<file path="src/rtl/quad_pkg.sv">
// rtl/quad_pkg.sv - shared types and helpers for the quadrature encoder front end
//
// Purpose: phase type, FSM state encoding, error-counter width and the Gray-code
//          neighbour functions used by quadrature_frontend.
// Contents:
//   phase_t      2-bit {a,b} phase
//   state_t      INIT (startup settle) / TRACK (decode)
//   ERR_CNT_W    width of the saturating illegal-transition counter
//   next_phase() forward neighbour in 00 -> 01 -> 11 -> 10 -> 00
//   prev_phase() reverse neighbour in the same sequence
package quad_pkg;

    typedef logic [1:0] phase_t;

    typedef enum logic {
        INIT  = 1'b0,
        TRACK = 1'b1
    } state_t;

    localparam int ERR_CNT_W = 8;

    function automatic phase_t next_phase(input phase_t p);
        phase_t r;
        r = 2'b00;
        case (p)
            2'b00: r = 2'b01;
            2'b01: r = 2'b11;
            2'b11: r = 2'b10;
            2'b10: r = 2'b00;
            default: r = 2'b00;
        endcase
        return r;
    endfunction

    function automatic phase_t prev_phase(input phase_t p);
        phase_t r;
        r = 2'b00;
        case (p)
            2'b00: r = 2'b10;
            2'b10: r = 2'b11;
            2'b11: r = 2'b01;
            2'b01: r = 2'b00;
            default: r = 2'b00;
        endcase
        return r;
    endfunction

endpackage

</file>
<file path="src/rtl/quad_pin_filter.sv">
// rtl/quad_pin_filter.sv - synchroniser and glitch filter for one encoder pin
//
// Purpose: brings an asynchronous pin into the clk domain through SYNC_STAGES
//          flops, then only accepts a new level once it has differed from the
//          accepted level for 2^FILTER_WIDTH consecutive cycles.
// Ports:
//   clk     in  system clock
//   rst     in  synchronous reset, active-high
//   bypass  in  1 = filtered output follows the synchronised input directly
//   in      in  raw asynchronous pin
//   out     out accepted (filtered) pin level
module quad_pin_filter #(
    parameter int SYNC_STAGES  = 2,
    parameter int FILTER_WIDTH = 11
) (
    input  logic clk,
    input  logic rst,
    input  logic bypass,
    input  logic in,
    output logic out
);
    import quad_pkg::*;

    localparam logic [FILTER_WIDTH-1:0] CNT_ONE = FILTER_WIDTH'(1);

    logic [SYNC_STAGES-1:0]  sync_q, sync_d;
    logic [FILTER_WIDTH-1:0] cnt_q, cnt_d;
    logic                    filt_q, filt_d;
    logic                    synced;

    assign synced = sync_q[SYNC_STAGES-1];
    assign out    = filt_q;

    always_comb begin
        sync_d = {sync_q[SYNC_STAGES-2:0], in};
        cnt_d  = '0;
        filt_d = filt_q;
        if (bypass) begin
            filt_d = synced;
        end else if (synced != filt_q) begin
            // Accept on the edge where the counter is already saturated, so the
            // new level has been seen on 2^FILTER_WIDTH consecutive edges.
            if (&cnt_q) begin
                filt_d = synced;
            end else begin
                cnt_d = cnt_q + CNT_ONE;
            end
        end
    end

    always_ff @(posedge clk) begin
        if (rst) begin
            sync_q <= '0;
            cnt_q  <= '0;
            filt_q <= 1'b0;
        end else begin
            sync_q <= sync_d;
            cnt_q  <= cnt_d;
            filt_q <= filt_d;
        end
    end

endmodule

</file>
<file path="src/rtl/quadrature_frontend.sv">
// rtl/quadrature_frontend.sv - rotary encoder input conditioner and phase tracker
//
// Purpose: filters raw A/B pins, tracks the Gray-code phase and emits one-cycle
//          step/dir pulses; double-bit jumps raise err and bump a saturating count.
// Optional feature: QUAD_DETENT_DIVIDE_EN - when defined, legal transitions feed a
//          signed sub-step accumulator and step fires once per STEPS_PER_DETENT.
// Ports:
//   clk      in  system clock
//   rst      in  synchronous reset, active-high
//   a, b     in  raw encoder pins (asynchronous)
//   err_clr  in  one-cycle strobe clearing err_cnt
//   step     out one-cycle pulse per decoded step
//   dir      out direction of last step (1 = forward), held between steps
//   err      out one-cycle pulse on an illegal transition
//   err_cnt  out saturating illegal-transition count
//   phase    out current accepted {a,b} phase
module quadrature_frontend #(
    parameter int SYNC_STAGES      = 2,
    parameter int FILTER_WIDTH     = 11,
    parameter int STEPS_PER_DETENT = 4
) (
    input  logic       clk,
    input  logic       rst,
    input  logic       a,
    input  logic       b,
    input  logic       err_clr,
    output logic       step,
    output logic       dir,
    output logic       err,
    output logic [7:0] err_cnt,
    output logic [1:0] phase
);
    import quad_pkg::*;

    if (SYNC_STAGES < 2 || FILTER_WIDTH < 1 || STEPS_PER_DETENT < 2) begin : g_bad_param
        $error("quadrature_frontend: illegal parameter value");
    end

    localparam logic [FILTER_WIDTH-1:0] CNT_ONE = FILTER_WIDTH'(1);
    localparam logic [ERR_CNT_W-1:0]    ERR_ONE = ERR_CNT_W'(1);

    state_t                  state_q, state_d;
    logic [FILTER_WIDTH-1:0] start_cnt_q, start_cnt_d;
    phase_t                  phase_q, phase_d;
    logic                    dir_q, dir_d;
    logic                    step_q, step_d;
    logic                    err_q, err_d;
    logic [ERR_CNT_W-1:0]    err_cnt_q, err_cnt_d;
    logic                    a_filt, b_filt;
    phase_t                  filt_ab;
    logic                    bypass;

`ifdef QUAD_DETENT_DIVIDE_EN
    localparam int ACC_W = $clog2(STEPS_PER_DETENT) + 1;
    // The accumulator never holds +/-STEPS_PER_DETENT: the transition that
    // would reach it emits the step and returns to 0 instead.
    localparam logic signed [ACC_W-1:0] ACC_POS = ACC_W'(STEPS_PER_DETENT - 1);
    localparam logic signed [ACC_W-1:0] ACC_NEG = ACC_W'(1 - STEPS_PER_DETENT);
    localparam logic signed [ACC_W-1:0] ACC_ONE = ACC_W'(1);

    logic signed [ACC_W-1:0] acc_q, acc_d;
`endif

    assign bypass  = (state_q == INIT);
    assign filt_ab = {a_filt, b_filt};

    quad_pin_filter #(
        .SYNC_STAGES (SYNC_STAGES),
        .FILTER_WIDTH(FILTER_WIDTH)
    ) u_filt_a (
        .clk   (clk),
        .rst   (rst),
        .bypass(bypass),
        .in    (a),
        .out   (a_filt)
    );

    quad_pin_filter #(
        .SYNC_STAGES (SYNC_STAGES),
        .FILTER_WIDTH(FILTER_WIDTH)
    ) u_filt_b (
        .clk   (clk),
        .rst   (rst),
        .bypass(bypass),
        .in    (b),
        .out   (b_filt)
    );

    always_comb begin
        state_d     = state_q;
        start_cnt_d = start_cnt_q;
        phase_d     = phase_q;
        dir_d       = dir_q;
        step_d      = 1'b0;
        err_d       = 1'b0;
`ifdef QUAD_DETENT_DIVIDE_EN
        acc_d       = acc_q;
`endif

        // err_cnt follows the registered err pulse, so a clear strobe that
        // coincides with a visible err leaves a count of 1.
        err_cnt_d = err_clr ? '0 : err_cnt_q;
        if (err_q && (err_cnt_d != '1)) begin
            err_cnt_d = err_cnt_d + ERR_ONE;
        end

        case (state_q)
            INIT: begin
                if (&start_cnt_q) begin
                    phase_d = filt_ab;
                    state_d = TRACK;
                end else begin
                    start_cnt_d = start_cnt_q + CNT_ONE;
                end
            end
            TRACK: begin
                if (filt_ab == next_phase(phase_q)) begin
                    phase_d = filt_ab;
`ifdef QUAD_DETENT_DIVIDE_EN
                    if (acc_q == ACC_POS) begin
                        step_d = 1'b1;
                        dir_d  = 1'b1;
                        acc_d  = '0;
                    end else begin
                        acc_d = acc_q + ACC_ONE;
                    end
`else
                    step_d = 1'b1;
                    dir_d  = 1'b1;
`endif
                end else if (filt_ab == prev_phase(phase_q)) begin
                    phase_d = filt_ab;
`ifdef QUAD_DETENT_DIVIDE_EN
                    if (acc_q == ACC_NEG) begin
                        step_d = 1'b1;
                        dir_d  = 1'b0;
                        acc_d  = '0;
                    end else begin
                        acc_d = acc_q - ACC_ONE;
                    end
`else
                    step_d = 1'b1;
                    dir_d  = 1'b0;
`endif
                end else if (filt_ab != phase_q) begin
                    // Both bits moved at once: direction is unknowable.
                    phase_d = filt_ab;
                    err_d   = 1'b1;
`ifdef QUAD_DETENT_DIVIDE_EN
                    acc_d   = '0;
`endif
                end
            end
            default: state_d = INIT;
        endcase
    end

    always_ff @(posedge clk) begin
        if (rst) begin
            state_q     <= INIT;
            start_cnt_q <= '0;
            phase_q     <= '0;
            dir_q       <= 1'b0;
            step_q      <= 1'b0;
            err_q       <= 1'b0;
            err_cnt_q   <= '0;
`ifdef QUAD_DETENT_DIVIDE_EN
            acc_q       <= '0;
`endif
        end else begin
            state_q     <= state_d;
            start_cnt_q <= start_cnt_d;
            phase_q     <= phase_d;
            dir_q       <= dir_d;
            step_q      <= step_d;
            err_q       <= err_d;
            err_cnt_q   <= err_cnt_d;
`ifdef QUAD_DETENT_DIVIDE_EN
            acc_q       <= acc_d;
`endif
        end
    end

    assign step    = step_q;
    assign dir     = dir_q;
    assign err     = err_q;
    assign err_cnt = err_cnt_q;
    assign phase   = phase_q;

endmodule
</file>
<file path="config.mk">
export PLATFORM = sky130hd
export DESIGN_NAME = quadrature_frontend
export DESIGN_NICKNAME = d
export VERILOG_FILES = /design/src/rtl/quad_pkg.sv /design/src/rtl/quad_pin_filter.sv /design/src/rtl/quadrature_frontend.sv
export SDC_FILE = /design/constraint.sdc
export NUM_CORES = 1
export LEC_CHECK = 0
export BUFFER_PORTS_ARGS = -buffer_cell sky130_fd_sc_hd__buf_2
export CORE_MARGIN = 2
export CORE_UTILIZATION = 55
export DETAILED_ROUTE_END_ITERATION = 10
export GPL_TIMING_DRIVEN = 1
export PLACE_DENSITY = 0.74
export SLEW_MARGIN = 20
export SYNTH_ARGS = -nofsm -noshare
export SYNTH_HDL_FRONTEND = slang
export SYNTH_HIERARCHICAL = 1
export SYNTH_SLANG_ARGS = --single-unit
</file>
<file path="constraint.sdc">
create_clock -name clk -period 3.7 [get_ports clk]
set_input_delay 0.555 -clock clk [delete_from_list [all_inputs] [get_ports clk]]
set_output_delay 0.555 -clock clk [all_outputs]
set_load 0.02 [all_outputs]
</file>
* After elaboration in Yosys (flattened, before gate mapping) *
Cells that the tools add are included.

cells by class
  $add $sub $neg = 4
  equal/unequal tests = 15
  mux-type cells = 25
  bitwise operators = 4
  reduce and logical (&&, ||, !) cells = 15

operators by type and width
  operator                 count
  $add A11 B1 Y11 const B  3
  $reduce_and A11 Y1       3
  $mux W8                  2
  $pmux W2 S4              2
  $mux W2                  7
  $mux W1                  13
  $reduce_or A4 Y1         3
  $ne A2 B1 Y1 const B     5
  $reduce_and A2 Y1        5
  $add A8 B1 Y8 const B    1
  $ne A8 B8 Y1 const B     1
  $eq A2 B2 Y1             2
  $eq A2 B2 Y1 const B     2
  $ne A4 B1 Y1 const B     1
  $not A1 Y1               4
  $pmux W2 S2              1
  $eq A2 B1 Y1 const B     1
  $logic_not A2 Y1         1
  $ne A1 B1 Y1             2
  $ne A2 B2 Y1             1
  $reduce_bool A2 Y1       1
  $reduce_or A2 Y1         1
  $logic_and A1 B1 Y1      1

word-level totals
  flip-flop bits (word level) = 53
  output and inout port bits = 13
  logic and storage cells = 76

* Logic depth before layout (Yosys ltp) *
  depth in word-level cells = 10
  mapped depth = 7

* Cells and area by module *
The synthesis kept the hierarchy.

modules (own cells, without submodules)
  module               instances  cells each  area an instance (µm²)  seq. area each (µm²)
  quad_pin_filter      2          63          634.4                   280.3
  quadrature_frontend  1          131         1,202.4                 500.5

* Worst setup path before layout *
Ideal clock, no wire load.

  path type = input to register
  start point = in err_clr
  end point = reg err_cnt_q[1], in the netlist err_cnt[1]
  setup time = 128 ps
  arrival = 1,683 ps
  required time = 3,572 ps
  path slack = 1,889 ps
  stages = 7
  path through = buf_4 nor2b_1 ha_1 nand4b_2 o21ai_1 mux2i_1 nor2_1

between the ends
  longest elaborated chain between the ends = 4
  elaborated cells between the ends (all ways) = 5

RTL lines
  element                                                                RTL line                    source
  start: declaration                                                     quadrature_frontend.sv:26   input logic err_clr,
  $mux W8 (*)                                                            quadrature_frontend.sv:102  err_cnt_d = err_clr ? '0 : err_cnt_q;
  parallel branches: the longest is 2 deep, another holds $add A8 B1 Y8  n/a
  $mux W8 (*)                                                            quadrature_frontend.sv:103  if (err_q && (err_cnt_d != '1)) begin
  end signal: assignment                                                 quadrature_frontend.sv:177  err_cnt_q <= err_cnt_d;
  end: declaration                                                       quadrature_frontend.sv:48   logic [ERR_CNT_W-1:0] err_cnt_q, err_cnt_d;

Every way passes the cells marked *.
A chain may end at the register's enable or synchronous reset.

* Worst setup path in the final report *
  start point = reg u_filt_b.cnt_q[0]
  end point = reg u_filt_b.filt_q, in the netlist u_filt_b/out

between the ends
  longest elaborated chain between the ends = 3

RTL lines
  element                             RTL line               source
  start: declaration                  quad_pin_filter.sv:27  logic [FILTER_WIDTH-1:0] cnt_q, cnt_d;
  start signal: assignment            quad_pin_filter.sv:58  cnt_q <= cnt_d;
  $reduce_and A11 Y1                  quad_pin_filter.sv:43  if (&cnt_q) begin
  $ne A2 B1 Y1 (no source line)       n/a
  $reduce_and A2 Y1 (no source line)  n/a
  end signal: assignment              quad_pin_filter.sv:59  filt_q <= filt_d;
  end: declaration                    quad_pin_filter.sv:28  logic filt_q, filt_d;

Every way passes these cells.

==> run_results.csv <==
group,metric,value,unit
floorplan,initial_utilization,56.75,%
sta,period_needed,1.813,ns
clocking,cts_tree,"done",
setup_path,critPathKind,"reg -> reg",
synthesis,synth_adder_area_share,2.025,%
synthesis,synth_compound_area_share,16.71,%
placement,dp_cells,318,
setup_path,reg2reg_from,"u_filt_b/cnt_q[0]$_SDFF_PP0_",
setup_path,crit_path_end_kind,"flop",
sta,rsz0062_at_grt,"false",
run,drv_cap,0,
sta,worstMarginPinSlew,0.7857,ns
clocking,clkLatencyLatePin,0.29,ns
setup_path,worstPathArrival,2.04,ns
global_route,grt_pass1_wl,7486,um
synthesis,yosysTopAreaCellShare,42.94,%
layout,stdcell_count,326,
setup_path,reg2reg_depth,4,
sta,fmax,0.5517,GHz
setup_path,crit_required,3.93,ns
synthesis,syn_area_per_cell,9.615,um^2
clocking,cts.htree.levels,2,
detailed_routing,avgViaCountPerCell,5.675,
setup_path,cp_max_fo,12,
clocking,clkTransAtPathRegs,0.09,ns
setup_path,max_stage_delay,0.67,ns
synthesis,synth_most_common_cell,"dfxtp_1",
clocking,cts_root_buffer,"clkbuf_8",
synthesis,synth_cell_types,42,
outcome,status,"completed",
synthesis,synth-main-ff-cell,"dfxtp_1",
synthesis,synth_fp_nets,266,
synthesis,synthTopCellsByCount,"dfxtp_1, nand2_1, nor2_1, nor3_1",
global_route,grt_max_degree,37,
sta,slew_headroom,47.44,%
setup_path,startpoint,"u_filt_b/cnt_q[0]$_SDFF_PP0_",
placement,dpl.hpwl,2849,um
synthesis,ys_ff_latch,53,
floorplan,die_height,71.03,um
setup_path,worstReg2RegEnd,"u_filt_b/out$_SDFFE_PP0P_",
detailed_routing,drt-pass1-iter-count,4,
clocking,cts_resized,0,
sta,skew,0.003997,ns
detailed_routing,post-route-drc-count,0,
synthesis,synth_edf_count,0,
detailed_routing,drtAntennaViolNets,0,
clocking,cts.sinks,53,
global_route,grt_overflow,0,
sta,fin_crit_sh,48.99,%
detailed_routing,wl,4187,um
clocking,clock_path_buffers,2,
synthesis,yosys.area.top_type,"dfxtp_1",
setup_path,crit_end,"u_filt_b/out$_SDFFE_PP0P_",
power_and_ir_drop,powerDensity,372.9,nW/um^2
power_and_ir_drop,p_leak,0.9673,nW
setup_path,reg2reg_slack,1.89,ns
layout,n_antenna_cell,0,
floorplan,core_area,4354,um^2
synthesis,synthXorXnorAreaFrac,7.089,%
setup_path,startpoint_type,"flop",
synthesis,yosys_warnings,6,
placement,pre_cts_ws,1.709,ns
synthesis,synth-simple-area-share,26.38,%
floorplan,die-area,5045,um^2
synthesis,async_flop_share,0,%
clocking,ctsHoldBuffers,0,
detailed_routing,first_iter_violations,92,
synthesis,yosys-mux-area-fraction,2.127,%
clocking,postCtsSetupBuffers,0,
global_route,antenna_found_initial,0,
synthesis,seq_area_frac_synth,42.94,%
synthesis,synthCells,257,
sta,finalHoldViolations,0,
floorplan,ios,18,
detailed_routing,routedWlPerCell,12.84,um
synthesis,synth_area,2471,um^2
power_and_ir_drop,peakVddDrop,0.0002866,V
sta,setup_viol,0,
synthesis,synth_top_family_by_area,"simple AND/OR/NAND/NOR gates",
layout,nNetsFinal,282,
setup_path,crit_slowest_cell,"o41ai_4",
synthesis,synth_area_leaders,"dfxtp_1, xnor2_1, nand2b_1, nor3_1, nand3_1",
detailed_routing,routed-via-count,1850,
placement,gp_congestion,0.7676,
clocking,cts_buffers,5,
layout,syn2layout_area_growth,9.266,%
floorplan,num_rows,24,
hold_path,min_path_type,"reg -> reg",
sta,finalSetupTns,0,ns
sta,fin_ws,1.887,ns
global_route,globalRouteTotalUtil,18.19,%
global_route,grt_pass1_vias,1713,
setup_path,worstPathCellList,"ha_1 -> nand3_1 -> o41ai_4 -> mux2i_1",
sta,final_max_slew_viol_count,0,
floorplan,die_w,71.03,um
placement,portBuffers,17,
layout,drive_gt1_share,17.15,%
==> cell type report <==
class / count / area, um^2
fillers: 367 / 1654
clock inverters: 2 / 37.54
flip-flops and latches: 53 / 1061
clock buffers: 6 / 82.58
well taps: 52 / 65.06
repair buffers: 17 / 85.08
inverters: 7 / 26.28
multi-input cells: 189 / 1343
==> cells in the final DEF (no fill, tap or decap), drive strengths merged <==
master	Yosys	layout
bufinv	0	1
buf	3	17
mux2i	3	3
dfxtp	53	53
nor2b	8	8
or3	11	11
clkinvlp	0	1
nor3	15	15
o21a	1	1
or4	4	4
nand2	15	15
xnor2	13	13
a211oi	13	13
a311oi	2	2
o211ai	3	3
nor2	15	15
a41o	1	1
and4	2	2
o21ai	13	13
ha	4	4
nand4	5	5
nand4b	1	1
a41oi	1	1
mux2	2	2
and3	4	4
o41ai	2	2
o31ai	4	4
and4b	2	2
xor2	7	7
nand3	13	13
a21oi	10	10
clkbuf	5	6
inv	7	7
nand2b	12	12
and3b	1	1
and2	2	2
==> state kept, by name, summed over array words and instances (netlist names) <==
name	cells
u_filt_b/sync_q	2
u_filt_a/cnt_q	11
start_cnt_q	11
err	1
u_filt_a/out	1
err_cnt	8
phase	2
dir	1
u_filt_a/sync_q	2
state_q	1
u_filt_b/out	1
u_filt_b/cnt_q	11
step	1
==> kinds of logic after synthesis <==
kind of cell | Yosys count
xor+xnor | 20
fa+ha+maj | 4
compound gates | 50
flops | 53
buf+inv | 15
mux | 5
simple gates | 110
==> worst min path at each step <==
stage / startpoint / endpoint / depth (start not counted)
3_5_place_dp: u_filt_a/sync_q[0]$_SDFF_PP0_ / u_filt_a/sync_q[1]$_SDFF_PP0_ / 1
6_report: u_filt_a/sync_q[0]$_SDFF_PP0_ / u_filt_a/sync_q[1]$_SDFF_PP0_ / 1
4_1_cts: u_filt_a/sync_q[0]$_SDFF_PP0_ / u_filt_a/sync_q[1]$_SDFF_PP0_ / 1
3_3_place_gp: u_filt_a/sync_q[0]$_SDFF_PP0_ / u_filt_a/sync_q[1]$_SDFF_PP0_ / 1
2_1_floorplan: u_filt_a/sync_q[0]$_SDFF_PP0_ / u_filt_a/sync_q[1]$_SDFF_PP0_ / 1
5_1_grt: u_filt_a/sync_q[0]$_SDFF_PP0_ / u_filt_a/sync_q[1]$_SDFF_PP0_ / 1
==> metal layers <==
metal / vias up / wire [um] / GRT usage, %
met2: 23 / 1957 / 32.29
met1: 864 / 2069 / 22.09
met4: 0 / 22 / 4.403
met3: 2 / 138 / 4.558
li1: 961 / - / -
met5: - / 0 / 0
==> worst max-delay path: cells and delay by family, from the launching register on <==
kind            cells  cell delay, ns
compound gates      1            0.67
fa+ha+maj           1            0.27
mux                 1            0.25
flops               1            0.37
simple gates        1            0.18
==> power breakdown <==
part | leakage (nW) | internal, mW | switching, mW | total, mW
sequential | 0.428 | 0.575 | 0.00504 | 0.580
combinational | 0.482 | 0.0104 | 0.0147 | 0.0251
clock | 0.0574 | 0.220 | 0.181 | 0.401
total | 0.967 | 0.806 | 0.201 | 1.01
==> stage by stage <==
stage	area, um^2	hold slack [ns]	power, mW	utilization, %
finish	2700	0.4455	1.007	62.01
global route	2700	0.4622	1.047	62.01
CTS	2700	0.4504	1.022	62.01
detailed placement	2580	0.4274	0.6191	59.25
global placement	2580	0.4193	0.6185	59.25
floorplan	2471	0.4138	0.6129	-
No activity file was read; power rests on OpenSTA's default activity.
